[config.mk]
export PLATFORM = sky130hd
export DESIGN_NAME = addsub_sequencer
export DESIGN_NICKNAME = d
export VERILOG_FILES = /design/src/rtl/addsub_sequencer_pkg.sv /design/src/rtl/addsub_sequencer.sv
export SDC_FILE = /design/constraint.sdc
export NUM_CORES = 1
export LEC_CHECK = 0
export ABC_CLOCK_PERIOD_IN_PS = 1470
export CORE_MARGIN = 3
export CORE_UTILIZATION = 45
export CTS_CLUSTER_DIAMETER = 80
export DETAILED_ROUTE_END_ITERATION = 6
export GPL_ROUTABILITY_DRIVEN = 0
export PLACE_DENSITY_LB_ADDON = 0.1
export SYNTH_ARGS = -nofsm -noshare
export SYNTH_HDL_FRONTEND = slang
export SYNTH_SLANG_ARGS = --single-unit
[constraint.sdc]
create_clock -name clk -period 1.47 [get_ports clk]
set_input_delay 0.3675 -clock clk [delete_from_list [all_inputs] [get_ports clk]]
set_output_delay 0.3675 -clock clk [all_outputs]
set_load 0.02 [all_outputs]
[src/rtl/addsub_sequencer_pkg.sv]
// Shared state encodings, opcodes and iteration count for the add/sub sequencer.
package addsub_sequencer_pkg;

  localparam int WIDTH = 4;
  localparam int ITER  = 4;

  localparam logic OP_MUL = 1'b0;
  localparam logic OP_DIV = 1'b1;

  typedef enum logic [1:0] {
    ST_IDLE = 2'd0,
    ST_RUN  = 2'd1,
    ST_DONE = 2'd2
  } state_t;

endpackage

[src/rtl/addsub_sequencer.sv]
// Time-shares one external adder_subtractor to run unsigned 4x4 shift-add
// multiply and 4/4 restoring divide, one iteration per clock.
module addsub_sequencer
  import addsub_sequencer_pkg::*;
(
  input  logic       clk,
  input  logic       reset,
  input  logic       start,
  input  logic       op,
  input  logic [3:0] x,
  input  logic [3:0] y,
  output logic       busy,
  output logic       done,
  output logic [7:0] result,
  output logic       div_by_zero,
  output logic       as_select,
  output logic [3:0] as_a,
  output logic [3:0] as_b,
  input  logic [3:0] as_r,
  input  logic       as_cout,
  input  logic       as_ovf
);

  localparam logic [1:0] LAST_COUNT = 2'(ITER - 1);

  state_t     state;
  logic [1:0] count;
  logic       op_reg;
  // hi is the accumulator (mul) or partial remainder (div); opnd is m or d.
  logic [3:0] hi;
  logic [3:0] q;
  logic [3:0] opnd;

  logic [4:0] shifted;
  logic       success;
  logic [4:0] mul_sum;
  logic [3:0] hi_next;
  logic [3:0] q_next;
  logic       unused_ovf;

  assign unused_ovf = as_ovf;

  always_comb begin
    shifted   = {hi, q[3]};
    success   = shifted[4] | as_cout;
    mul_sum   = q[0] ? {as_cout, as_r} : {1'b0, hi};
    as_select = 1'b0;
    as_a      = 4'h0;
    as_b      = 4'h0;
    if (state == ST_RUN) begin
      as_b = opnd;
      if (op_reg == OP_DIV) begin
        as_select = 1'b1;
        as_a      = shifted[3:0];
      end else begin
        as_a = hi;
      end
    end
    if (op_reg == OP_DIV) begin
      hi_next = success ? as_r : shifted[3:0];
      q_next  = {q[2:0], success};
    end else begin
      hi_next = mul_sum[4:1];
      q_next  = {mul_sum[0], q[3:1]};
    end
  end

  always_ff @(posedge clk) begin
    if (reset) begin
      state       <= ST_IDLE;
      busy        <= 1'b0;
      done        <= 1'b0;
      result      <= 8'h00;
      div_by_zero <= 1'b0;
      count       <= 2'd0;
      op_reg      <= 1'b0;
      hi          <= 4'h0;
      q           <= 4'h0;
      opnd        <= 4'h0;
    end else begin
      done <= 1'b0;
      case (state)
        ST_IDLE: begin
          if (start) begin
            op_reg      <= op;
            count       <= 2'd0;
            hi          <= 4'h0;
            div_by_zero <= 1'b0;
            q           <= (op == OP_DIV) ? x : y;
            opnd        <= (op == OP_DIV) ? y : x;
            // Divide by zero skips the iterations and reports straight away.
            if (op == OP_DIV && y == 4'h0) begin
              state       <= ST_DONE;
              done        <= 1'b1;
              div_by_zero <= 1'b1;
              result      <= {x, 4'hF};
            end else begin
              state <= ST_RUN;
              busy  <= 1'b1;
            end
          end
        end
        ST_RUN: begin
          hi    <= hi_next;
          q     <= q_next;
          count <= count + 2'd1;
          if (count == LAST_COUNT) begin
            state  <= ST_DONE;
            busy   <= 1'b0;
            done   <= 1'b1;
            result <= {hi_next, q_next};
          end
        end
        ST_DONE: state <= ST_IDLE;
        default: state <= ST_IDLE;
      endcase
    end
  end

endmodule

Word-level counts from Yosys, hierarchy flattened
Cells that the tools add are included.

Register bits after elaboration: 28. Output and inout port bits: 20. Input port bits: 18.

Multiplexer cells: 33. Eq/ne operators: 6. Bitwise operators: 1. Reduce and logical (&&, ||, !) cells: 9. Add/subtract/negate cells: 1.

Operator list (number): 4-bit 2-to-1 mux (10); 8-bit 2-to-1 mux (3); 4-bit one-hot mux with 2 select lines (2); 8-bit one-hot mux with 2 select lines (1); 1-bit 2-to-1 mux (8); 2-bit 2-to-1 mux (4); 2-bit one-hot mux with 2 select lines (2); 4-bit AND reduction (2); 2-bit != test (second input constant) (3); 2-bit AND reduction (3); 5-bit 2-to-1 mux (1); 4-bit zero test (1); 1-bit one-hot mux with 2 select lines (2); 2-bit by 1-bit adder with 2-bit output (second input constant) (1); 2-bit by 1-bit equality test with 1-bit output (second input constant) (1); 2-bit equality test (second input constant) (1); 2-bit zero test (1); 2-bit by 1-bit != test with 1-bit output (second input constant) (1); 2-bit nonzero test (1); 1-bit logical AND (1); 1-bit OR (1).

Depth between registers and ports, before layout
Word-level depth: 5. Gate-level depth with buffers: 7.

Worst setup path after synthesis
Ideal clock, no wire load.

Kind: register to output. Start: register state[1]. End: output as_a[0]. Arrival: 1191 ps. Cell stages (with the launch flop): 6. Setup slack: -89 ps. Path through: dfxtp_1 -> buf_2 -> nand2b_1 -> clkbuf_1 -> buf_2 -> nor2_1.

Word-level cells in the longest chain between the ends: 2.

RTL lines: start, declared (line addsub_sequencer.sv:26) `state_t state;`; start signal, assigned (line addsub_sequencer.sv:70) `state <= ST_IDLE;`; start signal, assigned (line addsub_sequencer.sv:93) `state <= ST_DONE;`; start signal, assigned (line addsub_sequencer.sv:98) `state <= ST_RUN;`; 2-bit by 1-bit equality test with 1-bit output (line addsub_sequencer.sv:50) `if (state == ST_RUN) begin`; 4-bit 2-to-1 mux (line addsub_sequencer.sv:50); end, declared (line addsub_sequencer.sv:17) `output logic [3:0] as_a,`.

No other way between the ends.

Worst setup path in the final report
Start: register op_reg. End: output as_a[3].

Word-level cells in the longest chain between the ends: 2.

RTL lines: start, declared (line addsub_sequencer.sv:28) `logic op_reg;`; start signal, assigned (line addsub_sequencer.sv:85) `op_reg <= op;`; 4-bit 2-to-1 mux (line addsub_sequencer.sv:52) `if (op_reg == OP_DIV) begin`; 4-bit 2-to-1 mux (line addsub_sequencer.sv:50).

No other way between the ends.

==> flow_metrics.tcl <==
set metrics [dict create \
    yosysSeqAreaShare_pct 38.32 \
    drt-pass1-iter-count 4 \
    setup_viol 15 \
    whs_endpoint "state[1]" \
    drt_iter0_markers 70 \
    largest_reg_flops 8 \
    worst_r2r_startpoint "state[0]" \
    fmax_mhz 612.4 \
    syn_area_um2 1463 \
    violations "negative setup slack" \
    cts_sinks 28 \
    nNetsFinal 260 \
    cp.arrival_ns 1.27 \
    post-route-util_pct 77.64 \
    h-tree-depth 1 \
    crit_fanout 5 \
    clk_transition_reported_paths_ns 0.16 \
    grt_pass1_vias 1501 \
    hold_viol_final 0 \
    slowest_stage "dfxtp_4" \
    syn_avg_cell_area_um2 8.358 \
    syn-num-nets 194 \
    worst_pin_slew_ns 0.4198 \
    fin_cells 284 \
    clock-root-buffer "clkbuf_4" \
    fin_crit_ns 1.633 \
    status "complete, but fails checks" \
    die_w_um 63.01 \
    rsz0062_at_grt "true" \
    hold_path.class "in -> reg" \
    critPathLaunch "op_reg" \
    ir_worst_vdd_mv 0.6289 \
    synthTopCellsByCount "nor2_1 (31), dfxtp_1 (28), nand2_1 (22)" \
    holdPathStages 3 \
    yosysWarnings 0 \
    overflow 0 \
    antenna_left 0 \
    ys.flop_type "dfxtp_1" \
    pre_cts_slack_ns -0.4749 \
    setup_slack_ns -0.1629 \
    slowest_delay_ns 0.38 \
    drive_gt1_share_pct 38.33 \
    rr_worst_depth 5 \
    criticalPathCategory "reg -> out" \
    cts_tree "built" \
    drv_cap 0 \
    clock_latency_ns 0.33 \
    io_buffers 36 \
    synthToLayoutAreaGrowth_pct 63.39 \
    route.detailed.drc 0 \
    post-route-period-util_pct 111.1 \
    grt_pass1_wl_um 6969 \
    worst_clock_skew_ns 0.007121 \
    cp_cell_sequence "buf_12 -> mux2i_4 -> nor2_2 -> buf_6" \
    antenna_found_initial 0 \
    dpl.cell_count 272 \
    crit_path_end_kind "primary output" \
    avgViaCountPerCell 5.609 \
    synth.area.top_cells "dfxtp_1 (38%), mux2i_1 (12%), nor2_1 (8.0%), nand2_1 (5.6%), a21oi_1 (4.4%)" \
    synth_top_area_share_pct 38.32 \
    design.die.area_um2 3970 \
    worstReg2RegEnd "result[1]" \
    ios 38 \
    crit_path_start_kind "flop" \
    pwr_density_cell_nw_per_um2 776.1 \
    num_rows 20 \
    cts_made_buffers 3 \
    routed_wirelength_um 4727 \
    nFillCells 218 \
    min_from "op" \
    track_usage_pct 21.79 \
    yosys.area.top_type "dfxtp_1" \
    synthCells 175 \
    worstPathRequired_ns 1.10 \
    ys_seq_elements 28 \
    async_flop_share_pct 0 \
    fp.coreArea_um2 3078 \
    power.leakage_nw 0.9914 \
    antennaDiodeCount 0 \
    grt_max_degree 29 \
    synth_cell_types 32 \
    clockBufferDepth 2 \
    dieHeight_um 63.01 \
    yosysMostFrequentCell "nor2_1" \
    wl_per_cell_um 16.64 \
    r2r_slack_ns -0.07 \
    top_register "result" \
    via_count 1593 \
    synth_edf_count 0 \
    hpwl_um 3100 \
    slew_headroom_pct 71.97 \
    drv_slew 0 \
    initial_core_util_pct 47.52 \
]
## repair_timing
| action | in CTS | in global routing |
|---|---|---|
| cloned | 2 | 2 |
| hold endpoints to repair | 0 | 0 |
| setup endpoints to repair | 32 | 26 |
| gates resized for setup | 73 | 45 |
| buffers inserted | 2 | 3 |
| pin swaps | 5 | 13 |
| hold buffers | 0 | 0 |
## worst max-delay path by stage
stage	end	slack, ns	depth (start not counted)
floorplan	as_a[0]	-0.02	5
global placement	result[7]	-0.44	5
detailed placement	result[6]	-0.47	5
CTS	as_a[3]	-0.20	4
global route	as_a[0]	-0.21	4
finish	as_a[3]	-0.16	4
## through the flow
step	cell area (µm²)	TNS [ns]	hold slack [ns]	total power, mW
final	2390	-1.529	0.4502	1.855
after global routing	2390	-2.305	0.4555	1.929
after CTS	2146	-1.551	0.4707	1.764
after detailed placement	2069	-11.18	0.4506	1.254
after global placement	2069	-10.04	0.4498	1.241
after floorplan	1473	-0.1122	0.4516	1.059
## logic make-up after synthesis
family                     synth area share (%)
AOI/OAI and AO/OA                         19.33
muxes                                     13.94
and+or+nand+nor                           22.33
buffers and inverters                     5.218
DFF                                       38.32
adders and majority gates                0.8553
## final cells by class
cell class / instances / area, µm² / area share, %
clock buffer: 3 / 22.52 / 0.9424
tap: 44 / 55.05 / 2.304
inverter: 2 / 7.507 / 0.3141
clock inverter: 1 / 30.03 / 1.257
sequential: 28 / 573.1 / 23.98
multi-input combinational: 133 / 991.0 / 41.47
timing repair buffer: 73 / 710.7 / 29.74
## power breakdown
group / internal (mW) / total (mW) / switching, mW
combinational: 0.259 / 0.509 / 0.249
clock: 0.276 / 0.510 / 0.234
sequential: 0.796 / 0.837 / 0.0409
## critical path, delay by kind of cell, from the launching register on
family	cells	cell delay (ns)
simple gates	1	0.11
mux	1	0.18
buf+inv	2	0.26
flops	1	0.38
## routing by layer
metal  vias up  routed length (µm)  global-route usage, %
met3        10                 312                  4.137
li1        759                   -                      -
met1       754                1852                  26.02
met4         0                  93                  8.264
met5         -                   0                      0
met2        70                2469                  38.21
## placed cells by master (no fill, tap or decap), drive strengths merged, types with 3 or more instances in the layout
cell / instances
a211oi: 7
clkdlybuf4s50: 11
dlygate4sd2: 14
a21oi: 13
dfxtp: 28
a31oi: 3
o21ai: 4
and2: 4
clkbuf: 5
a311oi: 6
nor2: 31
nor3: 3
mux2: 3
mux2i: 17
nand2: 22
nor4: 3
buf: 44
No activity file was read; power rests on OpenSTA's default activity.
